### config.mk
export PLATFORM = sky130hd
export DESIGN_NAME = popcount8_enum
export DESIGN_NICKNAME = d
export VERILOG_FILES = /design/src/rtl/popcount8_enum.sv
export SDC_FILE = /design/constraint.sdc
export NUM_CORES = 1
export LEC_CHECK = 0
export CORE_MARGIN = 10
export CORE_UTILIZATION = 30
export DETAILED_ROUTE_END_ITERATION = 8
export PLACE_DENSITY = 0.52
export SLEW_MARGIN = 25
export SYNTH_ARGS = -nofsm -noshare
export SYNTH_HDL_FRONTEND = slang
export SYNTH_SLANG_ARGS = --single-unit
### constraint.sdc
create_clock -name CLK -period 3.5 [get_ports CLK]
set_input_delay 0.7 -clock CLK [delete_from_list [all_inputs] [get_ports CLK]]
set_output_delay 0.7 -clock CLK [all_outputs]
set_load 0.03 [all_outputs]
### src/rtl/popcount8_enum.sv
// Enumerates every N-bit word with popcount K, in ascending order, one word per O handshake.
// Latency: the first word is valid the cycle after a request is accepted; one word per cycle when O_ready stays high.
// Backpressure: O, O_last and IDX hold while O_ready is low; K_ready is low during a sequence and while RESET is high.
module popcount8_enum #(
    parameter  int N  = 8,
    localparam int KW = $clog2(N + 1)
) (
    input  logic          CLK,
    input  logic          RESET,
    input  logic          K_valid,
    input  logic [KW-1:0] K,
    output logic          K_ready,
    output logic [N-1:0]  O,
    output logic          O_valid,
    input  logic          O_ready,
    output logic          O_last,
    output logic [15:0]   IDX,
    output logic          ERR
);

    typedef enum logic {
        IDLE = 1'b0,
        RUN  = 1'b1
    } state_t;

    localparam logic [N:0] ONE = (N + 1)'(1);

    state_t        state_q, state_d;
    logic [N-1:0]  v_q, v_d;
    logic [KW-1:0] k_q, k_d;
    logic [15:0]   idx_q, idx_d;
    logic          err_q, err_d;

    logic [N-1:0]  last_w;
    logic [N-1:0]  init_w;
    logic [N-1:0]  v_next;
    logic [N:0]    g_v, g_t, g_t1, g_u, g_nxt;
    logic [4:0]    ctz;
    logic          is_last;

    // Reference words: the final (top-packed) word for the latched K, and the first word for an incoming K.
    always_comb begin
        last_w = '0;
        init_w = '0;
        for (int i = 0; i < N; i++) begin
            last_w[i] = (i >= N - int'(k_q));
            init_w[i] = (i < int'(K));
        end
    end

    // Next combination by Gosper's hack; one spare top bit absorbs the carry out of t+1.
    always_comb begin
        ctz = '0;
        for (int i = N - 1; i >= 0; i--) begin
            if (v_q[i]) begin
                ctz = 5'(i);
            end
        end
        g_v   = {1'b0, v_q};
        g_t   = g_v | (g_v - ONE);
        g_t1  = g_t + ONE;
        g_u   = (~g_t & g_t1) - ONE;
        g_nxt = g_t1 | (g_u >> (ctz + 5'd1));
        // The zero word (K==0) has no lowest set bit and is always the only word.
        if (v_q == '0) begin
            g_nxt = '0;
        end
        v_next = N'(g_nxt);
    end

    assign is_last = (v_q == last_w);

    // Next-state logic: request accept/reject in IDLE, word stepping on handshakes in RUN.
    always_comb begin
        state_d = state_q;
        v_d     = v_q;
        k_d     = k_q;
        idx_d   = idx_q;
        err_d   = 1'b0;
        case (state_q)
            IDLE: begin
                if (K_valid) begin
                    if (int'(K) > N) begin
                        err_d = 1'b1;
                    end else begin
                        state_d = RUN;
                        k_d     = K;
                        v_d     = init_w;
                        idx_d   = '0;
                    end
                end
            end
            RUN: begin
                if (O_ready) begin
                    if (is_last) begin
                        state_d = IDLE;
                    end else begin
                        v_d   = v_next;
                        idx_d = idx_q + 16'd1;
                    end
                end
            end
            default: state_d = IDLE;
        endcase
    end

    // State registers with synchronous reset; reset aborts any sequence in flight.
    always_ff @(posedge CLK) begin
        if (RESET) begin
            state_q <= IDLE;
            v_q     <= '0;
            k_q     <= '0;
            idx_q   <= '0;
            err_q   <= 1'b0;
        end else begin
            state_q <= state_d;
            v_q     <= v_d;
            k_q     <= k_d;
            idx_q   <= idx_d;
            err_q   <= err_d;
        end
    end

    assign K_ready = (state_q == IDLE) && !RESET;
    assign O_valid = (state_q == RUN);
    assign O       = (state_q == RUN) ? v_q : '0;
    assign O_last  = (state_q == RUN) && is_last;
    assign IDX     = idx_q;
    assign ERR     = err_q;

endmodule

* Yosys cells after proc, flatten, opt, wreduce, memory -nomap -nowiden
Cells that the tools add are included.
** Word-level totals
- Register bits :: 30
- Latch bits :: 0
- Bits in writable memories :: 0
- ROM bits :: 0
- Input port bits :: 8
- Output and inout bits :: 28
- Word-level logic and storage cells :: 74
- Memories :: 0
** Operators by class
- Add/sub/neg operators :: 6
- Multipliers :: 0
- Divide/modulo/power cells :: 0
- Order comparisons :: 17
- Eq/ne operators :: 5
- Shifts and indexed selects :: 1
- Mux-type cells :: 26
- Bitwise logic cells :: 7
- Reductions and logical operators :: 7
** Operators with widths (number)
- $mux W16 :: 4
- $mux W8 :: 6
- $mux W5 :: 7
- $pmux W16 S2 :: 1
- $ge A4 B5 Y1 const A :: 4
- $add A16 B1 Y16 const B :: 1
- $lt A3 B4 Y1 const A :: 4
- $pmux W8 S2 :: 1
- $ge A3 B5 Y1 const A :: 2
- $add A9 B1 Y9 const B :: 1
- $and A9 B9 Y9 :: 1
- $not A9 Y9 :: 1
- $or A8 B9 Y9 :: 1
- $shr A9 B5 Y8 :: 1
- $sub A8 B1 Y9 const B :: 1
- $sub A9 B1 Y9 const B :: 1
- $eq A8 B8 Y1 :: 1
- $logic_not A8 Y1 :: 1
- $lt A1 B4 Y1 const A :: 2
- $lt A2 B4 Y1 const A :: 2
- $ne A2 B2 Y1 const B :: 4
- $or A8 B8 Y8 :: 1
- $add A5 B1 Y5 const B :: 1
- $ge A1 B5 Y1 const A :: 1
- other kinds (12) :: 19

* Longest topological paths before layout
Gate-level depths: netlist (run 1).
- Word-level depth :: 15
- Gate-level depth with buffers :: 14

* Worst setup path before layout (run 1)
OpenSTA, ideal clock, no wires.
- Kind :: register to output
- Start point :: register k_q[1]
- End point :: output O_last
- Data arrival time :: 2555 ps
- Required time :: 2800 ps
- Slack :: 245 ps
- Cell stages (with the launch flop) :: 9
- Buffers on the path :: 0
- Cells stage by stage :: dfxtp_1 -> inv_1 -> ha_1 -> nor2_1 -> a2111oi_1 -> o21ai_0 -> or3_1 -> a2111oi_0 -> and2_1
** On the way
- Cells in the longest elaborated chain, start to end :: 4
** Ends and longest elaborated chain
- start, declared :: RTL line 30 : logic [KW-1:0] k_q, k_d;
- start signal, assigned :: RTL line 118 : k_q <= k_d;
- $sub A4 B4 Y5 * :: RTL line 46 : last_w[i] = (i >= N - int'(k_q));
- $ge A1 B5 Y1 (tied with other cells) :: RTL line 46
- $eq A8 B8 Y1 * :: RTL line 71 : assign is_last = (v_q == last_w);
- $logic_and A1 B1 Y1 * :: RTL line 127 : assign O_last = (state_q == RUN) && is_last;
- end, declared :: RTL line 16 : output logic O_last,
Every way passes the cells marked *; elsewhere a longest branch is shown, timed or not.

* Worst setup path in the final report (run 1)
- Start point :: register k_q[0]
- End point :: output O_last
Same word-level chain as after synthesis.

==> report_table.html, run 1 <==
<table>
<tr><th>Metric</th><th>Value</th></tr>
<tr><th colspan="2">Run status</th></tr>
<tr><td>Outcome</td><td>finished, final reports clean</td></tr>
<tr><th colspan="2">STA</th></tr>
<tr><td>Number of pins exceeding their max-slew limit in the final report</td><td>0</td></tr>
<tr><td>Final period utilization</td><td>0.947</td></tr>
<tr><td>Relative slew slack</td><td>0.613</td></tr>
<tr><td>Actual transition at the worst max-transition pin</td><td>0.576 ns</td></tr>
<tr><td>Post-layout min period</td><td>3.31 ns</td></tr>
<tr><td>RSZ-0062 raised after global routing</td><td>false</td></tr>
<tr><td>Least setup slack across all paths after layout</td><td>between 0.15 and 0.2 ns</td></tr>
<tr><td>Clock Skews</td><td>0.00731 ns</td></tr>
<tr><td>Hold violation count in the final report</td><td>0</td></tr>
<tr><td>Number of endpoints failing setup at the final stage</td><td>0</td></tr>
<tr><td>Sum of negative setup slack</td><td>0 ns</td></tr>
<tr><td>Post-Route Hold Slack</td><td>0.484 ns</td></tr>
<tr><td>Max Fclk</td><td>0.302 GHz</td></tr>
<tr><th colspan="2">Routing</th></tr>
<tr><td>Number of search-and-repair iterations in the first detailed-routing pass</td><td>4</td></tr>
<tr><td>Routed wirelength normalized by instance count</td><td>16.3 microns</td></tr>
<tr><td>Post-DR vias/cell</td><td>5.44</td></tr>
<tr><td>DR DRC count</td><td>0</td></tr>
<tr><td>Total routed wirelength</td><td>just over 9000 microns</td></tr>
<tr><td>Vias post-DR</td><td>between 3000 and 4000</td></tr>
<tr><td>Antenna-violating nets left</td><td>0</td></tr>
<tr><td>DRT iter0 DRCs</td><td>164</td></tr>
<tr><th colspan="2">Clock tree</th></tr>
<tr><td>CTS max path bufs</td><td>2</td></tr>
<tr><td>Clock network latency to the later pin of the worst-skew pair</td><td>0.29 ns</td></tr>
<tr><td>TritonCTS sink count</td><td>30</td></tr>
<tr><td>CTS clock-pin slew for the worst setup and hold paths</td><td>0.07 ns</td></tr>
<tr><td>Root Buffer</td><td>sky130_fd_sc_hd__clkbuf_8</td></tr>
<tr><td>Inserted Clock Buffers</td><td>5</td></tr>
<tr><td>Depth of the CTS H-tree</td><td>2</td></tr>
<tr><td>TritonCTS clock tree</td><td>done</td></tr>
<tr><th colspan="2">Worst setup path</th></tr>
<tr><td>Required time at the endpoint of the critical path</td><td>2.80 ns</td></tr>
<tr><td>Biggest fanout along the worst timing path</td><td>6</td></tr>
<tr><td>Element type at the critical path end</td><td>output pin</td></tr>
<tr><td>Data arrival time of the critical path</td><td>2.61 ns</td></tr>
<tr><td>Startpoint kind of the worst setup timing path</td><td>flip-flop</td></tr>
<tr><td>Type of the setup path with the least slack</td><td>flip-flop to output pin</td></tr>
<tr><th colspan="2">Place</th></tr>
<tr><td>Number of I/O port buffers</td><td>35</td></tr>
<tr><td>Inst Count DP</td><td>555</td></tr>
<tr><td>HPWL Detailed</td><td>6960 microns</td></tr>
<tr><td>Worst slack, placed</td><td>between 0.1 and 0.15 ns</td></tr>
<tr><td>Placer Congestion</td><td>0.880</td></tr>
<tr><th colspan="2">Final layout</th></tr>
<tr><td>Final antenna diode count</td><td>0</td></tr>
<tr><td>Non-filler instance count after layout</td><td>565</td></tr>
<tr><td>Total of fill cells in the finished design</td><td>974</td></tr>
<tr><td>Area added between synthesis and finish</td><td>27.3%</td></tr>
<tr><td>Net count of the finished layout</td><td>approximately 450</td></tr>
<tr><td>Proportion of layout cells with a drive suffix above 1</td><td>0.140</td></tr>
<tr><th colspan="2">Synth</th></tr>
<tr><td>Yosys cell types</td><td>70</td></tr>
<tr><td>Number of synthesized flops with an enable pin</td><td>0</td></tr>
<tr><td>Mean Syn Cell Area</td><td>7.28 sq um</td></tr>
<tr><td>Dominant cell by count in the synthesized netlist</td><td>sky130_fd_sc_hd__a21oi_1</td></tr>
<tr><td>Post-Synthesis Net Count</td><td>409</td></tr>
<tr><td>Cell area after technology mapping</td><td>0.00284 sq mm</td></tr>
<tr><td>List of most frequent post-synthesis cells</td><td>sky130_fd_sc_hd__a21oi_1 (40), sky130_fd_sc_hd__nor2_1 (37), sky130_fd_sc_hd__nand2_1 (31)</td></tr>
<tr><td>Post-Syn Instances</td><td>390</td></tr>
<tr><td>Share of the synthesized area in the top cell type</td><td>0.212</td></tr>
<tr><td>Warnings, synthesis</td><td>0</td></tr>
<tr><td>Main flop type after synthesis</td><td>sky130_fd_sc_hd__dfxtp_1</td></tr>
<tr><td>Seq/Total Area, Yosys</td><td>0.212</td></tr>
<tr><td>Largest cells by area after synthesis</td><td>sky130_fd_sc_hd__dfxtp_1 (21%), sky130_fd_sc_hd__a21oi_1 (7.1%), sky130_fd_sc_hd__nor2_1 (4.9%), sky130_fd_sc_hd__ha_1 (4.8%), sky130_fd_sc_hd__o21ai_0 (4.4%)</td></tr>
<tr><td>Flip-flop and latch count after synthesis</td><td>30</td></tr>
<tr><td>Cell type contributing the most total cell area after synthesis</td><td>sky130_fd_sc_hd__dfxtp_1</td></tr>
<tr><td>Async set-or-reset flop fraction in the synthesized netlist</td><td>0</td></tr>
<tr><th colspan="2">GRT</th></tr>
<tr><td>Wire length of the first global-routing pass</td><td>15000 microns</td></tr>
<tr><td>Total GRT Usage</td><td>0.135</td></tr>
<tr><td>Initial antenna violation count</td><td>0</td></tr>
<tr><td>Vias in the first global route</td><td>2960</td></tr>
<tr><td>Residual overflow from global routing</td><td>0</td></tr>
<tr><td>Largest net degree at the start of global routing</td><td>18</td></tr>
<tr><th colspan="2">Floorplan</th></tr>
<tr><td>Number of placement rows</td><td>35</td></tr>
<tr><td>Boundary Pins</td><td>36</td></tr>
<tr><td>Initial Util</td><td>0.307</td></tr>
<tr><td>DIE WIDTH</td><td>117 microns</td></tr>
<tr><td>Vertical die dimension</td><td>117 microns</td></tr>
<tr><td>Overall die area</td><td>0.0138 sq mm</td></tr>
<tr><td>Placeable core area</td><td>slightly above 0.009 sq mm</td></tr>
<tr><th colspan="2">Power</th></tr>
<tr><td>Post-route total power</td><td>~0.0015 W</td></tr>
<tr><td>Leakage power of the design</td><td>1.27 nW</td></tr>
<tr><td>Power Dens Cells</td><td>424 mW/mm^2</td></tr>
<tr><td>IR drop worst, VDD</td><td>roughly 0.14 mV</td></tr>
<tr><th colspan="2">Run</th></tr>
<tr><td>Max-cap violations</td><td>0</td></tr>
<tr><th colspan="2">Hold path</th></tr>
<tr><td>Hold WC Path Type</td><td>flip-flop to flip-flop</td></tr>
</table>
-- metrics by stage --
stage	utilization	area, sq um
after detailed placement	0.369	3410
after floorplan	-	2840
after CTS	0.380	3510
final	0.391	3610
after global placement	0.369	3410
after global routing	0.391	3610
-- per-layer routing --
metal	global-route usage	wire length (microns)
met3	0.0423	606
met2	0.217	4330
met1	0.173	4230
met5	0	0
met4	0.0239	46
-- report_power, final --
part	internal, W	switching (W)	leakage [nW]	total [W]
sequential	0.000358	0.0000361	0.245	0.000394
combinational	0.000331	0.000512	0.976	0.000843
clock	0.000158	0.000137	0.0482	0.000295
-- state kept, by name (all words and copies together), names as in the netlist --
signal / cells
IDX: 16
k_q: 4
O_valid: 1
v_q: 8
ERR: 1
-- area by class of cell --
type,count,area (sq um),area share
multi-input cells,316,2140,0.592
inverters,22,82.6,0.0229
flip-flops and latches,30,603,0.167
clock buffers,7,86.3,0.0239
repair buffers,60,536,0.148
clock inverters,1,5.00,0.00139
well taps,129,161,0.0447
-- path summary, 6_finish.rpt --
kind / from / to / slack [ns] / cells past startpoint
worst max-delay path: k_q[0] / O_last / 0.19 / 10
worst min-delay path: IDX[15] / IDX[15] / 0.48 / 2
worst max register to register: v_q[0] / v_q[4] / 0.24 / 12
worst min register to register: IDX[15] / IDX[15] / 0.48 / 2
-- critical path, stage by stage, from the launching register on --
cell and delay, ns:
sky130_fd_sc_hd__dfxtp_1 0.33, sky130_fd_sc_hd__inv_1 0.10, sky130_fd_sc_hd__ha_4 0.32, sky130_fd_sc_hd__o21ba_1 0.13, sky130_fd_sc_hd__o32ai_1 0.08, sky130_fd_sc_hd__or3_1 0.39, sky130_fd_sc_hd__and2_1 0.20, sky130_fd_sc_hd__a2111oi_4 0.33
sky130_fd_sc_hd__buf_4 0.17, sky130_fd_sc_hd__and2_1 0.12, sky130_fd_sc_hd__buf_4 0.16
-- placed cells by master (no fill, tap or decap), types with 3 or more instances in the layout --
cell	n
sky130_fd_sc_hd__a21o_1	10
sky130_fd_sc_hd__a21oi_1	40
sky130_fd_sc_hd__dfxtp_1	28
sky130_fd_sc_hd__o21ai_0	25
sky130_fd_sc_hd__nor3_1	9
sky130_fd_sc_hd__o31ai_1	6
sky130_fd_sc_hd__xnor2_1	6
sky130_fd_sc_hd__a21boi_0	3
sky130_fd_sc_hd__nor2b_1	5
sky130_fd_sc_hd__nand3_1	10
sky130_fd_sc_hd__a211oi_1	6
sky130_fd_sc_hd__nor3b_1	3
sky130_fd_sc_hd__mux2i_1	4
sky130_fd_sc_hd__o41ai_1	3
sky130_fd_sc_hd__nand4_1	3
sky130_fd_sc_hd__nand2b_1	4
sky130_fd_sc_hd__nand4b_1	3
sky130_fd_sc_hd__inv_1	21
sky130_fd_sc_hd__xor2_1	3
sky130_fd_sc_hd__o211ai_1	4
sky130_fd_sc_hd__a2111oi_4	4
sky130_fd_sc_hd__and2_1	7
sky130_fd_sc_hd__o32ai_1	3
sky130_fd_sc_hd__clkdlybuf4s50_1	34
sky130_fd_sc_hd__nor2_1	37
sky130_fd_sc_hd__a31oi_1	10
sky130_fd_sc_hd__clkbuf_8	6
sky130_fd_sc_hd__nand2_1	31
sky130_fd_sc_hd__and4_1	3
sky130_fd_sc_hd__ha_1	10
sky130_fd_sc_hd__buf_4	26
sky130_fd_sc_hd__or3_1	7
sky130_fd_sc_hd__or4_1	3
sky130_fd_sc_hd__and3_1	7
sky130_fd_sc_hd__nor4_4	3
sky130_fd_sc_hd__o22ai_1	3
sky130_fd_sc_hd__o21ai_1	6
-- logic make-up (layout without fill, tap and decap cells) --
kind of cell | after synthesis | in the layout | synth area share
compound gates | 147 | 147 | 0.361
fa+ha+maj | 11 | 11 | 0.0485
flops | 30 | 30 | 0.212
simple gates | 145 | 145 | 0.268
mux | 4 | 4 | 0.0141
xor+xnor | 9 | 9 | 0.0278
buf+inv | 44 | 90 | 0.0692
-- what timing repair did --
item                                    4_1_cts  5_1_grt
gates resized for setup                       4       12
pin swaps                                     1        3
cloned                                        0        0
buffers inserted                              0        2
endpoints found under the setup margin        1        5
hold buffers                                  0        0
Power figures use the tool's default switching activity.
==> inputs of run 2 (changes only) <==
SLEW_MARGIN = unset   (was 25)
==> results of run 2 <==
Final layout, timing and power as in run 1 (identical DEF).
==> inputs of run 3 (changes only) <==
CELL_PAD_IN_SITES_DETAIL_PLACEMENT = 1   (was unset)
CELL_PAD_IN_SITES_GLOBAL_PLACEMENT = 1   (was unset)
CORE_UTILIZATION = 41   (was 30)
PLACE_DENSITY = 0.85   (was 0.52)
==> run 3 against run 2 <==
  * Clock skew about the same
  * Largest power group unchanged
  * Count of clock-buffer cells in the layout decreased by 1
  * Total power is 5.9% higher
  * The run now ends with setup timing left
  * Combinational power is 1% higher
  * Sequential share of layout area is 0.29 points higher
  * Wire length increased by 9.9%
  * Worst setup slack worse by 0.19 ns
  * Final area shrank 1.7%
  * Hold slack got worse by 0.0048 ns
  * Register-to-register slack about the same
  * Non-clock buffer count down 3
  * Core utilization is 13 points higher
==> report_table.html, run 3 (synthesized netlist as in run 1, its figures left out) <==
<table>
<tr><th>Metric</th><th>Value</th></tr>
<tr><th colspan="2">Routing</th></tr>
<tr><td>Post-DR vias/cell</td><td>6.30 (was 5.44)</td></tr>
<tr><td>Antenna-violating nets left</td><td>0 (unchanged)</td></tr>
<tr><td>Number of search-and-repair iterations in the first detailed-routing pass</td><td>4 (unchanged)</td></tr>
<tr><td>DR DRC count</td><td>0 (unchanged)</td></tr>
<tr><td>Vias post-DR</td><td>3224 (was 3075)</td></tr>
<tr><td>Routed wirelength normalized by instance count</td><td>19.8 microns (was 16.3 microns)</td></tr>
<tr><td>DRT iter0 DRCs</td><td>232 (was 164)</td></tr>
<tr><td>Total routed wirelength</td><td>10100 microns (was 9210 microns)</td></tr>
<tr><th colspan="2">Floorplan</th></tr>
<tr><td>Boundary Pins</td><td>36 (unchanged)</td></tr>
<tr><td>Initial Util</td><td>0.420 (was 0.307)</td></tr>
<tr><td>Overall die area</td><td>0.0107 sq mm (was 0.0138 sq mm)</td></tr>
<tr><td>Number of placement rows</td><td>30 (was 35)</td></tr>
<tr><td>Vertical die dimension</td><td>103 microns (was 117 microns)</td></tr>
<tr><td>DIE WIDTH</td><td>103 microns (was 117 microns)</td></tr>
<tr><td>Placeable core area</td><td>0.00676 sq mm (was 0.00924 sq mm)</td></tr>
<tr><th colspan="2">Final layout</th></tr>
<tr><td>Multi-input logic area</td><td>0.00214 sq mm (unchanged)</td></tr>
<tr><td>Number of flip-flops in the largest register</td><td>16 (unchanged)</td></tr>
<tr><td>Most frequent standard cell in the layout excluding fill and tap cells</td><td>sky130_fd_sc_hd__a21oi_1 (unchanged)</td></tr>
<tr><td>Most frequent cells in the layout</td><td>sky130_fd_sc_hd__a21oi_1 (40), sky130_fd_sc_hd__nor2_1 (37), sky130_fd_sc_hd__clkdlybuf4s50_1 (34), sky130_fd_sc_hd__nand2_1 (31), sky130_fd_sc_hd__dfxtp_1 (28) (unchanged)</td></tr>
<tr><td>Area added between synthesis and finish</td><td>25.1% (was 27.3%)</td></tr>
<tr><td>FF+latch area</td><td>603 sq um (unchanged)</td></tr>
<tr><td>Proportion of layout cells with a drive suffix above 1</td><td>0.139 (was 0.140)</td></tr>
<tr><td>Total of fill cells in the finished design</td><td>862 (was 974)</td></tr>
<tr><td>Net count of the finished layout</td><td>451 (was 454)</td></tr>
<tr><td>Final antenna diode count</td><td>0 (unchanged)</td></tr>
<tr><th colspan="2">Clock tree</th></tr>
<tr><td>Inserted Clock Buffers</td><td>5 (unchanged)</td></tr>
<tr><td>CTS clock-pin slew for the worst setup and hold paths</td><td>0.07 ns (about the same)</td></tr>
<tr><td>Cts-stage hold buffer count</td><td>0 (unchanged)</td></tr>
<tr><td>TritonCTS sink count</td><td>30 (unchanged)</td></tr>
<tr><td>CTS max path bufs</td><td>2 (unchanged)</td></tr>
<tr><td>Root Buffer</td><td>sky130_fd_sc_hd__clkbuf_8 (unchanged)</td></tr>
<tr><td>TritonCTS clock tree</td><td>done (unchanged)</td></tr>
<tr><td>Clock network latency to the later pin of the worst-skew pair</td><td>0.29 ns (about the same)</td></tr>
<tr><td>Depth of the CTS H-tree</td><td>2 (unchanged)</td></tr>
<tr><th colspan="2">GRT</th></tr>
<tr><td>Vias in the first global route</td><td>3297 (was 2960)</td></tr>
<tr><td>Total GRT Usage</td><td>0.190 (was 0.135)</td></tr>
<tr><td>Wire length of the first global-routing pass</td><td>16400 microns (was 15000 microns)</td></tr>
<tr><td>Residual overflow from global routing</td><td>0 (unchanged)</td></tr>
<tr><td>Initial antenna violation count</td><td>0 (unchanged)</td></tr>
<tr><td>Largest net degree at the start of global routing</td><td>19 (was 18)</td></tr>
<tr><th colspan="2">Place</th></tr>
<tr><td>HPWL Detailed</td><td>7560 microns (was 6960 microns)</td></tr>
<tr><td>Worst slack, placed</td><td>-0.121 ns (was 0.109 ns)</td></tr>
<tr><td>Number of I/O port buffers</td><td>35 (unchanged)</td></tr>
<tr><td>Placer Congestion</td><td>0.892 (was 0.880)</td></tr>
<tr><th colspan="2">STA</th></tr>
<tr><td>Sum of negative setup slack</td><td>-0.00533 ns (was 0 ns)</td></tr>
<tr><td>Hold violation count in the final report</td><td>0 (unchanged)</td></tr>
<tr><td>Post-layout min period</td><td>3.51 ns (was 3.31 ns)</td></tr>
<tr><td>Least setup slack across all paths after layout</td><td>-0.00533 ns (was 0.185 ns)</td></tr>
<tr><td>Final period utilization</td><td>1.00 (was 0.947)</td></tr>
<tr><td>Number of endpoints failing setup at the final stage</td><td>1 (was 0)</td></tr>
<tr><td>Post-Route Hold Slack</td><td>0.479 ns (was 0.484 ns)</td></tr>
<tr><td>Actual transition at the worst max-transition pin</td><td>0.781 ns (was 0.576 ns)</td></tr>
<tr><td>Clock Skews</td><td>0.00776 ns (was 0.00731 ns)</td></tr>
<tr><td>Number of pins exceeding their max-slew limit in the final report</td><td>0 (unchanged)</td></tr>
<tr><td>Relative slew slack</td><td>0.475 (was 0.613)</td></tr>
<tr><td>Max Fclk</td><td>0.285 GHz (was 0.302 GHz)</td></tr>
<tr><th colspan="2">Worst setup path</th></tr>
<tr><td>Required time at the endpoint of the critical path</td><td>2.80 ns (about the same)</td></tr>
<tr><td>Type of the setup path with the least slack</td><td>flip-flop to output pin (unchanged)</td></tr>
<tr><td>Element type at the critical path end</td><td>output pin (unchanged)</td></tr>
<tr><td>Biggest fanout along the worst timing path</td><td>7 (was 6)</td></tr>
<tr><td>Startpoint kind of the worst setup timing path</td><td>flip-flop (unchanged)</td></tr>
<tr><td>Critical path launch point</td><td>k_q[0] (unchanged)</td></tr>
<tr><td>Startpoint of the worst register-to-register path</td><td>v_q[2] (was v_q[0])</td></tr>
<tr><td>Data arrival time of the critical path</td><td>2.81 ns (was 2.61 ns)</td></tr>
<tr><th colspan="2">Power</th></tr>
<tr><td>Power Dens Cells</td><td>457 mW/mm^2 (was 424 mW/mm^2)</td></tr>
<tr><td>IR drop worst, VDD</td><td>0.284 mV (was 0.137 mV)</td></tr>
<tr><td>Leakage power of the design</td><td>1.26 nW (was 1.27 nW)</td></tr>
<tr><th colspan="2">Run status</th></tr>
<tr><td>Failing checks</td><td>setup timing</td></tr>
<tr><td>Outcome</td><td>finished with violations (was finished, final reports clean)</td></tr>
<tr><th colspan="2">Hold path</th></tr>
<tr><td>Hold_sp</td><td>IDX[15] (unchanged)</td></tr>
<tr><td>Hold WC Path Type</td><td>flip-flop to flip-flop (unchanged)</td></tr>
<tr><th colspan="2">Run</th></tr>
<tr><td>Max-cap violations</td><td>0 (unchanged)</td></tr>
</table>
[run 3: cell count changes in the layout (fill, tap and decap cells not counted), sizes merged]
| cell | delta |
|---|---|
| clkinv | -1 |
| bufinv | +1 |
| buf | -4 |
[run 3: final cells by class]
class	instances	share of cell area
multi-input combinational	316	0.603
sequential	30	0.170
timing repair buffer	57	0.144
tap	80	0.0282
clock buffer	6	0.0233
inverter	22	0.0233
clock inverter	1	0.00846
[run 3: final timing paths]
kind                            endpoint  slack, ns  cells past startpoint
worst max register to register    v_q[4]       0.23                     12
worst min-delay path             IDX[15]       0.48                      2
worst max-delay path              O_last     -0.005                     11
worst min register to register   IDX[15]       0.48                      2
[run 3: layer usage]
metal / vias up / share of wire / GRT usage
met5: - / 0 / 0
met4: 0 / 0.013 / 0.0578
met3: 15 / 0.044 / 0.0365
met2: 72 / 0.51 / 0.335
met1: 1601 / 0.43 / 0.228
li1: 1536 / - / -
[run 3: power breakdown]
| group | total (W) | internal (W) | switching, W |
|---|---|---|---|
| Clock | 0.000367 | 0.000228 | 0.000140 |
| Sequential | 0.000401 | 0.000358 | 0.0000433 |
| Combinational | 0.000855 | 0.000331 | 0.000524 |
[run 3: through the flow]
stage | total power, W | area, sq um | utilization | instances
after CTS | 0.00159 | 3480 | 0.516 | 508
after detailed placement | 0.00120 | 3310 | 0.490 | 501
after global placement | 0.00117 | 3310 | 0.490 | 501
final | 0.00162 | 3550 | 0.526 | 512
after global routing | 0.00173 | 3550 | 0.526 | 512
after floorplan | 0.000960 | 2840 | - | 390
[run 3: worst max-delay path: stages (launching register included)]
cell	delay (ns)
sky130_fd_sc_hd__dfxtp_1	0.33
sky130_fd_sc_hd__inv_2	0.09
sky130_fd_sc_hd__ha_4	0.17
sky130_fd_sc_hd__clkbuf_4	0.18
sky130_fd_sc_hd__o21ba_1	0.15
sky130_fd_sc_hd__o32ai_1	0.13
sky130_fd_sc_hd__or3_1	0.41
sky130_fd_sc_hd__and2_1	0.23
sky130_fd_sc_hd__a2111oi_4	0.36
sky130_fd_sc_hd__buf_4	0.17
sky130_fd_sc_hd__and2_1	0.13
sky130_fd_sc_hd__buf_4	0.16
[run 3: what timing repair did]
action                     4_1_cts  5_1_grt
resized for setup               11        8
setup endpoints to repair        1        5
pin swaps                        3        4
buffers inserted                 0        4
